**config.mk**
```make
export PLATFORM = sky130hd
export DESIGN_NAME = round_sequencer
export DESIGN_NICKNAME = d
export VERILOG_FILES = /design/src/rtl/round_sequencer.sv
export SDC_FILE = /design/constraint.sdc
export NUM_CORES = 1
export LEC_CHECK = 0
export CORE_AREA = 4 4 76 85
export DETAILED_ROUTE_END_ITERATION = 8
export DIE_AREA = 0 0 80 89
export GPL_ROUTABILITY_DRIVEN = 0
export HOLD_SLACK_MARGIN = 0.05
export PLACE_DENSITY = 0.78
export SYNTH_ARGS = -nofsm -noshare
export SYNTH_HDL_FRONTEND = slang
export SYNTH_SLANG_ARGS = --single-unit
export TNS_END_PERCENT = 1
```
**constraint.sdc**
```tcl
create_clock -name clk -period 3.7 [get_ports clk]
set_input_delay 0.37 -clock clk [delete_from_list [all_inputs] [get_ports clk]]
set_output_delay 0.37 -clock clk [all_outputs]
set_load 0.01 [all_outputs]
```
**src/rtl/round_sequencer.sv**
```systemverilog
// rtl/round_sequencer.sv - guess-the-number round FSM feeding the seven-segment display controller
module round_sequencer #(
  parameter logic [7:0]  SEED        = 8'hA5,
  parameter logic [15:0] RESULT_HOLD = 16'd50000
) (
  input  logic       clk,
  input  logic       rst,
  input  logic       start,
  input  logic       submit,
  input  logic [7:0] guess,
  input  logic       disp_done,
  output logic [7:0] disp_value,
  output logic       disp_trigger,
  output logic       correct,
  output logic       wrong,
  output logic [7:0] score,
  output logic [7:0] best,
  output logic       busy
);

  typedef enum logic [2:0] {
    S_IDLE,
    S_GEN,
    S_SHOW,
    S_WAIT_DISP,
    S_WAIT_GUESS,
    S_RESULT
  } state_t;

  // An all-zero seed would lock the LFSR, so it is replaced by 1.
  localparam logic [7:0]  SEED_EFF = (SEED == 8'h00) ? 8'h01 : SEED;
  localparam logic [7:0]  LFSR_MASK = 8'hB8;
  localparam logic [15:0] HOLD_LOAD = RESULT_HOLD - 16'd1;

  state_t      state_q, state_d;
  logic [7:0]  lfsr_q, lfsr_d;
  logic [7:0]  target_q, target_d;
  logic [7:0]  disp_value_q, disp_value_d;
  logic        disp_trigger_q, disp_trigger_d;
  logic        correct_q, correct_d;
  logic        wrong_q, wrong_d;
  logic [7:0]  score_q, score_d;
  logic [7:0]  best_q, best_d;
  logic        busy_q, busy_d;
  logic [15:0] hold_q, hold_d;
  logic        start_prev_q, start_prev_d;
  logic        submit_prev_q, submit_prev_d;
  logic        done_prev_q, done_prev_d;

  logic        start_rise;
  logic        submit_rise;
  logic        done_rise;
  logic [7:0]  score_inc;

  assign start_rise  = start & ~start_prev_q;
  assign submit_rise = submit & ~submit_prev_q;
  assign done_rise   = disp_done & ~done_prev_q;

  // Next-state, LFSR step, score bookkeeping and registered outputs.
  always_comb begin
    state_d        = state_q;
    lfsr_d         = lfsr_q[0] ? ((lfsr_q >> 1) ^ LFSR_MASK) : (lfsr_q >> 1);
    target_d       = target_q;
    disp_value_d   = disp_value_q;
    disp_trigger_d = 1'b0;
    correct_d      = correct_q;
    wrong_d        = wrong_q;
    score_d        = score_q;
    best_d         = best_q;
    hold_d         = hold_q;
    start_prev_d   = start;
    submit_prev_d  = submit;
    done_prev_d    = disp_done;
    score_inc      = (score_q == 8'hFF) ? 8'hFF : score_q + 8'd1;

    case (state_q)
      S_IDLE: begin
        if (start_rise) state_d = S_GEN;
      end
      S_GEN: begin
        target_d       = lfsr_q;
        disp_value_d   = lfsr_q;
        disp_trigger_d = 1'b1;
        state_d        = S_SHOW;
      end
      S_SHOW: begin
        state_d = S_WAIT_DISP;
      end
      S_WAIT_DISP: begin
        // A submit edge here is deliberately dropped, even if it coincides with done.
        if (done_rise) state_d = S_WAIT_GUESS;
      end
      S_WAIT_GUESS: begin
        if (submit_rise) begin
          hold_d  = HOLD_LOAD;
          state_d = S_RESULT;
          if (guess == target_q) begin
            correct_d = 1'b1;
            score_d   = score_inc;
            best_d    = (score_inc > best_q) ? score_inc : best_q;
          end else begin
            wrong_d = 1'b1;
            score_d = 8'd0;
            best_d  = (score_q > best_q) ? score_q : best_q;
          end
        end
      end
      S_RESULT: begin
        if (hold_q == 16'd0) begin
          correct_d = 1'b0;
          wrong_d   = 1'b0;
          state_d   = correct_q ? S_GEN : S_IDLE;
        end else begin
          hold_d = hold_q - 16'd1;
        end
      end
      default: state_d = S_IDLE;
    endcase

    busy_d = (state_d != S_IDLE);
  end

  // State register with synchronous active-low reset; edge detectors reset high.
  always_ff @(posedge clk) begin
    if (!rst) begin
      state_q        <= S_IDLE;
      lfsr_q         <= SEED_EFF;
      target_q       <= 8'd0;
      disp_value_q   <= 8'd0;
      disp_trigger_q <= 1'b0;
      correct_q      <= 1'b0;
      wrong_q        <= 1'b0;
      score_q        <= 8'd0;
      best_q         <= 8'd0;
      busy_q         <= 1'b0;
      hold_q         <= 16'd0;
      start_prev_q   <= 1'b1;
      submit_prev_q  <= 1'b1;
      done_prev_q    <= 1'b1;
    end else begin
      state_q        <= state_d;
      lfsr_q         <= lfsr_d;
      target_q       <= target_d;
      disp_value_q   <= disp_value_d;
      disp_trigger_q <= disp_trigger_d;
      correct_q      <= correct_d;
      wrong_q        <= wrong_d;
      score_q        <= score_d;
      best_q         <= best_d;
      busy_q         <= busy_d;
      hold_q         <= hold_d;
      start_prev_q   <= start_prev_d;
      submit_prev_q  <= submit_prev_d;
      done_prev_q    <= done_prev_d;
    end
  end

  assign disp_value   = disp_value_q;
  assign disp_trigger = disp_trigger_q;
  assign correct      = correct_q;
  assign wrong        = wrong_q;
  assign score        = score_q;
  assign best         = best_q;
  assign busy         = busy_q;

endmodule

```
==> qor.csv <==
stage,metric,value,unit
timing,fin_crit_sh,90.88,%
final_layout,design_area,3670,um^2
final_layout,layout.nets,410,
worst_hold_path,hold_start,lfsr_q[3],
clock_network,post_cts_resized,0,
routing,first_pass_iters,4,
place,numPortBuffers,40,
power_and_ir_drop,p_leak,0.001417,uW
routing,wl,6788,um
clock_network,holdBufCountCts,0,
power_and_ir_drop,p_clk_share,46.8,%
yosys,syn-instance-count,337,
routing,ant_nets,0,
routing,vias,2591,
floorplanning,die_area,7120,um^2
power_and_ir_drop,p_int,1119,uW
final_layout,diodes,0,
setup_path,cpPeakStageDelay,0.53,ns
floorplanning,die_h,89,um
yosys,synth_cell_types,52,
power_and_ir_drop,p_sw_share,22.72,%
routing,drtIter0Drc,125,
clock_network,post_cts_buffers,0,
final_layout,drive_above_1_share,8.333,%
setup_path,crit_fanout,16,
clock_network,clk_latency,0.34,ns
yosys,ys_ff_latch,58,
timing,setup-violations-final,0,
setup_path,critPathKind,reg2reg,
global_routing,grt_pass1_vias,2556,
worst_hold_path,hp-class,reg2reg,
power_and_ir_drop,seqPwrFrac,45.9,%
clock_network,clkTransAtPathRegs,0.07,ns
yosys,synth-compound-area-share,15.69,%
floorplanning,initial_utilization,52.56,%
setup_path,cp_slowest_cell,or4_1,
final_layout,fillerInstances,483,
run_status,status,finished clean,
setup_path,rr_startpoint,score[1],
setup_path,r2r_slack,0.34,ns
worst_hold_path,worst_hold_path.endpoint,lfsr_q[2],
clock_network,cts_buffer_depth,2,
yosys,syn-num-nets,368,
floorplanning,ios,41,
timing,finalHoldViolations,0,
yosys,synthAdderAreaFrac,7.569,%
global_routing,grt_max_degree,31,
timing,min_period,3.363,ns
clock_network,cts_tree,built,
yosys,synthFlopType,dfxtp_1,
power_and_ir_drop,p_per_area,394.6,nW/um^2
power_and_ir_drop,irDropWorstVdd,0.0002460,V
clock_network,cts_sinks,58,
clock_network,htree_levels,3,
setup_path,cp_cell_sequence,ha_1 -> nand3_1 -> or3_1 -> o21ai_0 -> ha_1 -> nand4_1 -> nor2_1 -> a311oi_1 -> a22oi_1 -> buf_4 -> or4_1 -> a21oi_1,
global_routing,antenna_found_initial,0,
yosys,synthArstFlopShare,0,%
clock_network,cts_buffers,9,
yosys,syn_area,2975,um^2
global_routing,grt_pass1_wl,11360,um
floorplanning,die_w,80,um
setup_path,crit_arrival,3.63,ns
setup_path,start_kind,register,
timing,max_freq,297.4,MHz
routing,viasPerCell,5.620,
place,placed_area,3441,um^2
yosys,synth_top_family_by_area,simple AND/OR/NAND/NOR gates,
floorplanning,rows,29,
timing,rsz0062_at_grt,false,
timing,fin_tns_setup,0,ns
setup_path,worst_r2r_endpoint,best[4],
timing,drv_slew,0,
routing,drc_errors,0,
yosys,synth-edff-count,0,
floorplanning,coreArea,5660,um^2
yosys,synth_xor_area_share,6.476,%
routing,wl_per_cell,14.72,um
timing,tightest_slew,1.193,ns
final_layout,synthToLayoutAreaGrowth,23.34,%
power_and_ir_drop,combPwrFrac,7.4,%
setup_path,cp.required,3.97,ns
setup_path,critPathCaptureType,register,
yosys,ys_warn_count,0,
yosys,synth.avg_cell_area,8.829,um^2
yosys,synth_simple_gate_area_share,24.26,%
setup_path,cp_common_cell,ha_1,
job,drv_cap,0,
setup_path,rr_worst_depth,12,
yosys,yosys-mux-area-fraction,3.028,%
global_routing,grt.overflow.total,0,
timing,worst_clock_skew,0.005018,ns
final_layout,layout_common_cells,"dfxtp_1, clkdlybuf4s50_1, nor2_1",
power_and_ir_drop,p_switching,329.0,uW
yosys,yosysSeqAreaShare,39.02,%
final_layout,final_common_cell,dfxtp_1,
timing,relSlewSlack,20.07,%
worst_hold_path,whs_path_depth,1,
global_routing,grt_usage,20.66,%
place,dp_hpwl,4908,um
clock_network,root_buffer,clkbuf_8,
==> area by class of cell <==
| cell class | count | area [um^2] | area share, % |
|---|---|---|---|
| clock buffer | 12 | 155.1 | 4.228 |
| multi-input combinational | 250 | 1697 | 46.23 |
| sequential | 58 | 1161 | 31.64 |
| timing repair buffer | 43 | 422.9 | 11.52 |
| inverter | 17 | 63.81 | 1.739 |
| clock inverter | 4 | 73.82 | 2.012 |
| tap | 77 | 96.34 | 2.625 |
==> power by group through the flow <==
stage	registers, uW	logic (uW)	clock network (uW)
global route	667	118	712
CTS	664	108	688
finish	664	107	677
detailed placement	678	107	0
floorplan	677	59.4	0
global placement	677	106	0
==> sequential cells by signal (all words and copies together) (netlist names) <==
register and cells:
best 8, busy 1, correct 1, disp_trigger 1, disp_value 8, done_prev_q 1, hold_q 16, lfsr_q 8
score 8, start_prev_q 1, state_q 3, submit_prev_q 1, wrong 1
==> cell usage after synthesis, types with 6 or more instances <==
cell / number / area (um^2)
xnor2_1: 10 / 87.58
a21oi_1: 20 / 100.1
nor3_1: 12 / 60.06
clkbuf_1: 10 / 37.54
dfxtp_1: 58 / 1161
xor2_1: 12 / 105.1
mux2i_1: 9 / 90.09
nand4_1: 8 / 50.05
o21ai_0: 16 / 80.08
inv_1: 17 / 63.81
nand2_1: 22 / 82.58
ha_1: 18 / 225.2
nor2_1: 39 / 146.4
nand2b_1: 7 / 43.79
or4_1: 6 / 45.04
==> worst max path at each step <==
stage / startpoint / end / slack (ns) / cells past startpoint
CTS: score[1] / best[4] / 0.36 / 12
finish: score[1] / best[4] / 0.34 / 12
floorplan: score[1] / best[6] / 0.59 / 12
global route: score[1] / best[2] / 0.17 / 12
global placement: score[1] / best[2] / 0.56 / 12
detailed placement: score[1] / best[4] / 0.40 / 12
==> layer usage <==
| metal | part of all wire (%) | global-route usage, % | routed length (um) | up-vias |
|---|---|---|---|---|
| li1 | - | - | - | 1294 |
| met1 | 44 | 23.97 | 2960 | 1211 |
| met2 | 49 | 34.41 | 3357 | 60 |
| met3 | 4.2 | 6.452 | 283 | 26 |
| met4 | 2.8 | 10.60 | 187 | 0 |
| met5 | 0 | 0 | 0 | - |
==> cells by family (layout without fill, tap and decap cells) <==
kind of cell | Yosys count | after routing
buffers and inverters | 29 | 76
adder cells (fa/ha/maj) | 18 | 18
XOR/XNOR | 22 | 22
multiplexers | 9 | 9
AND/OR/NAND/NOR | 132 | 132
AO/OA/AOI/OAI | 69 | 69
flip-flops | 58 | 58
==> critical path, delay by kind of cell (launching register included) <==
| family | cells | cell delay [ns] |
|---|---|---|
| buf+inv | 1 | 0.21 |
| flops | 1 | 0.44 |
| fa+ha+maj | 2 | 0.58 |
| compound gates | 4 | 0.69 |
| simple gates | 5 | 1.37 |
==> metrics by stage <==
| stage | hold slack, ns | setup WS (ns) | power (uW) | instances | utilization (%) |
|---|---|---|---|---|---|
| global route | 0.4909 | 0.1738 | 1498 | 461 | 64.83 |
| floorplan | 0.4106 | 0.5874 | 736.3 | 337 | - |
| CTS | 0.4505 | 0.3613 | 1460 | 461 | 64.83 |
| global placement | 0.4203 | 0.5619 | 782.9 | 445 | 60.79 |
| finish | 0.4450 | 0.3374 | 1448 | 461 | 64.83 |
| detailed placement | 0.4304 | 0.4005 | 785.3 | 445 | 60.79 |
(Power assumes the default switching activity.)
